<file path="src/rtl/mdu_pkg.sv">
// Shared constants and types for the multiply/divide HI/LO unit.
package mdu_pkg;

  localparam int W       = 32;
  localparam int PW      = 64;
  localparam int MD_ITER = 32;

  typedef enum logic [2:0] {
    MD_NONE  = 3'd0,
    MD_MULT  = 3'd1,
    MD_MULTU = 3'd2,
    MD_DIV   = 3'd3,
    MD_MTHI  = 3'd4,
    MD_MTLO  = 3'd5
  } md_op_e;

  typedef enum logic [2:0] {
    ST_IDLE,
    ST_MUL,
    ST_MUL_FIX,
    ST_DIV_GO,
    ST_DIV_WAIT
  } mdu_state_e;

  // Magnitude of a two's-complement word; 0x80000000 maps to itself (2^31 unsigned).
  function automatic logic [W-1:0] mag(input logic [W-1:0] v);
    return v[W-1] ? -v : v;
  endfunction

endpackage

</file>
<file path="src/rtl/mdu_mul_seq.sv">
// Unsigned 32x32 shift-add multiplier, one iteration per cycle, multiplier LSB first.
module mdu_mul_seq
  import mdu_pkg::*;
(
  input  logic          clock,
  input  logic          resetn,
  input  logic          load,
  input  logic [W-1:0]  mcand,
  input  logic [W-1:0]  mplier,
  output logic [PW-1:0] product,
  output logic          done
);

  logic [W-1:0] mcand_q;
  logic [4:0]   count;
  logic         busy;
  logic [W:0]   sum;

  // Upper half accumulates partial sums while the multiplier shifts out of the lower half.
  assign sum  = {1'b0, product[PW-1:W]} + (product[0] ? {1'b0, mcand_q} : {(W+1){1'b0}});
  assign done = busy && (count == 5'(MD_ITER - 1));

  always_ff @(posedge clock) begin
    if (resetn) begin
      product <= '0;
      mcand_q <= '0;
      count   <= '0;
      busy    <= 1'b0;
    end else if (load) begin
      product <= {{W{1'b0}}, mplier};
      mcand_q <= mcand;
      count   <= '0;
      busy    <= 1'b1;
    end else if (busy) begin
      product <= {sum, product[W-1:1]};
      count   <= count + 5'd1;
      if (count == 5'(MD_ITER - 1))
        busy <= 1'b0;
    end
  end

endmodule

</file>
<file path="src/rtl/mdu_hilo.sv">
// Multiply/divide control and HI/LO registers; drives the external divider handshake.
module mdu_hilo
  import mdu_pkg::*;
(
  input  logic         clock,
  input  logic         resetn,
  input  logic         op_valid,
  input  logic [2:0]   op,
  input  logic [W-1:0] rs_val,
  input  logic [W-1:0] rt_val,
  output logic [W-1:0] hi,
  output logic [W-1:0] lo,
  output logic         stall,
  output logic [W-1:0] div_a,
  output logic [W-1:0] div_b,
  output logic         div_start,
  input  logic [W-1:0] div_q,
  input  logic [W-1:0] div_r,
  input  logic         div_busy
);

  mdu_state_e    state;
  md_op_e        op_e;
  logic          neg;
  logic          mul_load;
  logic [W-1:0]  mul_a;
  logic [W-1:0]  mul_b;
  logic [PW-1:0] mul_prod;
  logic [PW-1:0] fixed_prod;
  logic          mul_done;

  assign op_e       = md_op_e'(op);
  assign mul_load   = (state == ST_IDLE) && op_valid && (op_e == MD_MULT || op_e == MD_MULTU);
  assign mul_a      = (op_e == MD_MULT) ? mag(rs_val) : rs_val;
  assign mul_b      = (op_e == MD_MULT) ? mag(rt_val) : rt_val;
  assign fixed_prod = neg ? -mul_prod : mul_prod;
  assign stall      = (state != ST_IDLE);

  mdu_mul_seq u_mul (
    .clock   (clock),
    .resetn  (resetn),
    .load    (mul_load),
    .mcand   (mul_a),
    .mplier  (mul_b),
    .product (mul_prod),
    .done    (mul_done)
  );

  always_ff @(posedge clock) begin
    if (resetn) begin
      state     <= ST_IDLE;
      hi        <= '0;
      lo        <= '0;
      div_a     <= '0;
      div_b     <= '0;
      div_start <= 1'b0;
      neg       <= 1'b0;
    end else begin
      div_start <= 1'b0;
      case (state)
        ST_IDLE: begin
          if (op_valid) begin
            case (op_e)
              MD_MTHI:  hi <= rs_val;
              MD_MTLO:  lo <= rs_val;
              MD_MULT: begin
                neg   <= rs_val[W-1] ^ rt_val[W-1];
                state <= ST_MUL;
              end
              MD_MULTU: begin
                neg   <= 1'b0;
                state <= ST_MUL;
              end
              // Divide-by-zero is accepted but leaves HI/LO untouched.
              MD_DIV: begin
                if (rt_val != '0) begin
                  div_a     <= rs_val;
                  div_b     <= rt_val;
                  div_start <= 1'b1;
                  state     <= ST_DIV_GO;
                end
              end
              default: ;
            endcase
          end
        end
        ST_MUL: begin
          if (mul_done)
            state <= ST_MUL_FIX;
        end
        ST_MUL_FIX: begin
          {hi, lo} <= fixed_prod;
          state    <= ST_IDLE;
        end
        // div_busy is not yet valid here; the divider raises it one cycle after start.
        ST_DIV_GO: state <= ST_DIV_WAIT;
        ST_DIV_WAIT: begin
          if (!div_busy) begin
            lo    <= div_q;
            hi    <= div_r;
            state <= ST_IDLE;
          end
        end
        default: state <= ST_IDLE;
      endcase
    end
  end

endmodule

</file>
<file path="config.mk">
export PLATFORM = sky130hd
export DESIGN_NAME = mdu_hilo
export DESIGN_NICKNAME = d
export VERILOG_FILES = /design/src/rtl/mdu_pkg.sv /design/src/rtl/mdu_mul_seq.sv /design/src/rtl/mdu_hilo.sv
export SDC_FILE = /design/constraint.sdc
export NUM_CORES = 1
export LEC_CHECK = 0
export BUFFER_PORTS_ARGS = -buffer_cell sky130_fd_sc_hd__buf_2
export CORE_MARGIN = 4
export CORE_UTILIZATION = 35
export DETAILED_ROUTE_END_ITERATION = 8
export GPL_TIMING_DRIVEN = 1
export PLACE_DENSITY = 0.64
export SLEW_MARGIN = 5
export SYNTH_ARGS = -nofsm -noshare
export SYNTH_HDL_FRONTEND = slang
export SYNTH_SLANG_ARGS = --single-unit
</file>
<file path="constraint.sdc">
create_clock -name clock -period 4.1 [get_ports clock]
set_clock_uncertainty 0.1 [all_clocks]
set_input_delay 0.615 -clock clock [delete_from_list [all_inputs] [get_ports clock]]
set_output_delay 0.615 -clock clock [all_outputs]
set_load 0.005 [all_outputs]
</file>
* Yosys cells after proc, flatten, opt, wreduce, memory -nomap -nowiden
Cells that the tools add are included.
** Operators by class
- $add $sub $neg :: 5
- Eq/ne operators :: 17
- Muxes and demuxes :: 27
- Bitwise operators :: 4
- Reduce and logical (&&, ||, !) cells :: 18
** Operators by type and width (number)
- 32-bit 2-to-1 mux :: 13
- 32-bit one-hot mux with 3 select lines :: 2
- 64-bit 2-to-1 mux :: 1
- 32-bit negation :: 2
- 64-bit negation :: 1
- 32-bit by 32-bit adder with 33-bit output :: 1
- 32-bit nonzero test :: 1
- 3-bit by 2-bit equality test with 1-bit output, second input constant :: 4
- 3-bit 2-to-1 mux :: 4
- 3-bit one-hot mux with 4 select lines :: 1
- 4-bit AND reduction :: 3
- 3-bit equality test, second input constant :: 3
- 3-bit by 1-bit equality test with 1-bit output, second input constant :: 2
- 2-bit != test, second input constant :: 3
- 3-bit one-hot mux with 2 select lines :: 1
- 3-bit nonzero test :: 2
- 5-bit by 1-bit adder with 5-bit output, second input constant :: 1
- 5-bit equality test, second input constant :: 1
- 5-bit AND reduction :: 1
- 1-bit 2-to-1 mux :: 4
- 2-bit by 1-bit != test with 1-bit output, second input constant :: 2
- 2-bit nonzero test :: 2
- 2-bit OR reduction :: 2
- 4-bit OR reduction :: 1
- other kinds (9) :: 13
** Storage, ports and cells
- Bits in registers :: 235
- Output and inout bits :: 130
- Word-level logic and storage cells :: 83

* Longest topological paths before layout
- Depth in word-level cells :: 5
- Depth in mapped cells :: 14

* Modules after synthesis
From an unflattened synthesis, not the netlist that was laid out.
** Second synthesis, totals
- Cell total of the unflattened synthesis :: 1834
- Area total of the unflattened synthesis :: 14850.5 sq um
** Modules (own cells, without submodules)
- mdu_hilo :: times used 1, cells an instance 1139, area an instance 8941.1 sq um
- mdu_mul_seq :: times used 1, cells an instance 695, area an instance 5909.4 sq um

* Least setup slack after synthesis
No wires, ideal clock.
- Kind :: reg2reg
- Start point :: register u_mul.product[0]
- End point :: register u_mul.product[63]
- Arrival :: 3.370 ns
- Required time :: 3.875 ns
- Path slack :: 0.504 ns
- Stages on the path, launching flop included :: 15
- Cells stage by stage :: dfxtp_1 -> clkbuf_1 -> clkbuf_1 -> and2_1 -> ha_1 -> fa_1 -> a211oi_1 -> o21bai_1 -> a311o_1 -> o31ai_1 -> nor4_1 -> o41ai_1 -> o21ai_1 -> nor4b_1 -> nor3_1
** On the way
- Word-level cells in the longest chain between the ends :: 2
** RTL lines
- from (decl) :: line mdu_mul_seq.sv:10 : output logic [PW-1:0] product,
- from (signal assigned) :: line mdu_mul_seq.sv:30 : product <= {{W{1'b0}}, mplier};
- from (signal assigned) :: line mdu_mul_seq.sv:35 : product <= {sum, product[W-1:1]};
- 32-bit 2-to-1 mux :: line mdu_mul_seq.sv:20 : assign sum = {1'b0, product[PW-1:W]} + (product[0] ? {1'b0, mcand_q} : {(W+1){1'b0}});
- 32-bit by 32-bit adder with 33-bit output :: line mdu_mul_seq.sv:20
No other way between the ends.
A chain may end at the register's enable or synchronous reset.

* Final worst setup path
Same ends and word-level chain as after synthesis.

==> summary.txt <==
Synth area leader = dfxtp_1
CTS tree = built
Hold crit path type = in2reg
CTS root buffer = clkbuf_16
Post-route minimum period = 3.54 ns
Effective utilization at floorplan = 0.357
Fin Hold WS = 0.218 ns
DR iter-0 viols = 1,192
Fmax = 283 MHz
Synth warnings = 0
Cts-stage hold buffer count = 0
Post-route cell area = 16,600 um2
# DRC = 0
Top Family by Delay on Critical Path = compound AO/OA/AOI/OAI gates
Clock Sinks = 235
Post-CTS Setup Inserts = 0
Final #Nets = 2,121
M3 GR Usage = 0.0485
Layout overhead on the synthesized area = 19.7%
Gr usage total = 0.225
Mapped cell area = 13,900 um2
Unrepaired setup endpoints after global routing = false
Setup TNS = 0 ns
Post-place setup slack = 0.446 ns
Post-synth top cells = dfxtp_1 (235), nor2_1 (202), nand2_1 (183), o21ai_0 (143), a21oi_1 (115)
MaxCap Viol Count = 0
Synth Instances = 1,744
R2R depth = 13
H-tree Lvls = 1
Number of global-route vias before repair = 13.5k
Synth area leaders = dfxtp_1 (34%), nor2_1 (5.5%), o21ai_0 (5.1%)
Worst vdd ir = 0.403 mV
CTS clock-pin slew for the worst setup and hold paths = 0.06 ns
Crit-path cells = and2_1 -> ha_1 -> fa_1 -> a211oi_1 -> o21bai_1 -> a311o_1 -> o31ai_1 -> nor4_1 -> o41ai_1 -> buf_4 -> o21ai_1 -> nor4b_1 -> nor3_1
Count of final setup violators = 0
Slew @ Worst Pin = 1.09 ns
WL/cell = 20.5 um
Worst EP required = 4.41 ns
Antenna fix cells = 0
Synthesized net count = 1,917
Post-synth ARST share = 0
Global-route wire length before repair = 78,500 um
Initial antenna violation count = 2
Total Die Area = 43,000 um2
# resized after CTS = 0
Final period utilization = 0.862
Fin. Hold Viols = 0
Outcome = finished, final reports clean
DR vias = 13.9k
Die height = 207 um
Syn_area_per_cell = 7.97 um2
Slew headroom = 0.271
Pin count of the biggest net entering global routing = 87
Startpoint type of the worst setup path = register
Vias per inst = 5.60
Slowest-stage cell, CP = fa_1
Placer Congestion = 0.979
# IOs = 265
PnR worst setup slack = 0.564 ns
Post-place instance area = 15,700 um2
CP Depth = 13
Most frequent cell after synthesis = dfxtp_1
Synthesized flop and latch total = 235
Met2 usage in global routing = 0.373
GRT met1 Usage = 0.285
CP Buf/Inv Count = 1
Gr ovfl total = 0
Number of I/O port buffers = 264
Dpl hpwl = 37,700 um
Unique masters post-synth = 69
CP max stage delay = 0.43 ns
Post-synth EDFFs = 0
CP Max Fanout = 8
Die width = 207 um
Share of post-route cells with drive strength above 1 = 0.203
Crit path arrival time = 3.85 ns
Crit end category = register
Pleak = 6.54 nW
Clock Latency Late Sink = 0.56 ns
Gr busiest metal = met2
Yosys top cell area share = 0.338
Drt total wl = 51,000 um
Detail Route Antenna Nets = 0
Hold Path Depth = 3
Crit Path Category = reg2reg
Sequential area share after synthesis = 0.338
Main synth FF type = dfxtp_1
Max-slew violations = 0
CTS max path bufs = 3
Row count = 72
CORE AREA = 38,900 um2
Power Density = 371 nW/um2
Drt first pass iters = 5
Num CTS Buffers = 28
worst paths after layout:
kind / from / to / slack, ns
hold reg to reg: div_b[13] / div_b[13] / 0.35
hold / removal: rt_val[15] / div_b[15] / 0.22
setup reg to reg: u_mul.product[0] / u_mul.product[63] / 0.56
setup / recovery: u_mul.product[0] / u_mul.product[63] / 0.56
power by group:
group	switching [W]	total, W	internal, W
clock network	0.00104	0.00263	0.00159
logic	0.000626	0.00101	0.000384
registers	0.000119	0.00252	0.00240
cell families (layout without fill, tap and decap cells):
kind of cell    count (synthesis)  count (layout)  synth area share
buf+inv                       150             375            0.0476
fa+ha+maj                      38              38            0.0347
compound gates                534             534             0.248
xor+xnor                      142             142            0.0895
simple gates                  585             585             0.198
mux                            60              60            0.0433
flops                         235             235             0.338
layout make-up:
type	count	area, um2
Clock buffer	45	886
Clock inverter	6	87.6
Fill cell	4012	22300
Inverter	17	63.8
Multi-Input combinational cell	1359	8570
Sequential cell	235	4710
Tap cell	518	648
Timing Repair Buffer	307	1680
worst register-to-register path, delay by kind of cell, from the launching register on:
kind | cells | cell delay, ns
flops | 1 | 0.37
simple gates | 4 | 0.65
compound gates | 6 | 1.48
fa+ha+maj | 2 | 0.63
buf+inv | 1 | 0.17
metal layers:
layer / wire, um / part of all wire
met5: 34 / 0.00067
met1: 21300 / 0.42
met4: 2250 / 0.044
met3: 3710 / 0.073
met2: 23700 / 0.47
registers in the layout, summed over array words and instances (netlist names):
name           flops
state              3
hi                32
u_mul.mcand_q     32
div_start          1
u_mul.busy         1
u_mul.count        5
div_a             32
div_b             32
u_mul.product     64
neg                1
lo                32
layout by cell type, fill, tap and decap left out, drive strengths merged, types with 45 or more instances in the layout:
master	count
o21ai	164
nor2	202
nand2	193
buf	307
xor2	80
a211oi	71
clkbuf	45
mux2i	59
a221oi	47
dfxtp	235
xnor2	62
a21oi	125
per-stage QoR:
step	power [W]	instances	util
global placement	0.00356	2436	0.402
floorplan	0.00311	1744	-
detailed placement	0.00357	2436	0.402
finish	0.00616	2487	0.428
CTS	0.00619	2487	0.428
global route	0.00638	2487	0.428
Power figures use the tool's default switching activity.
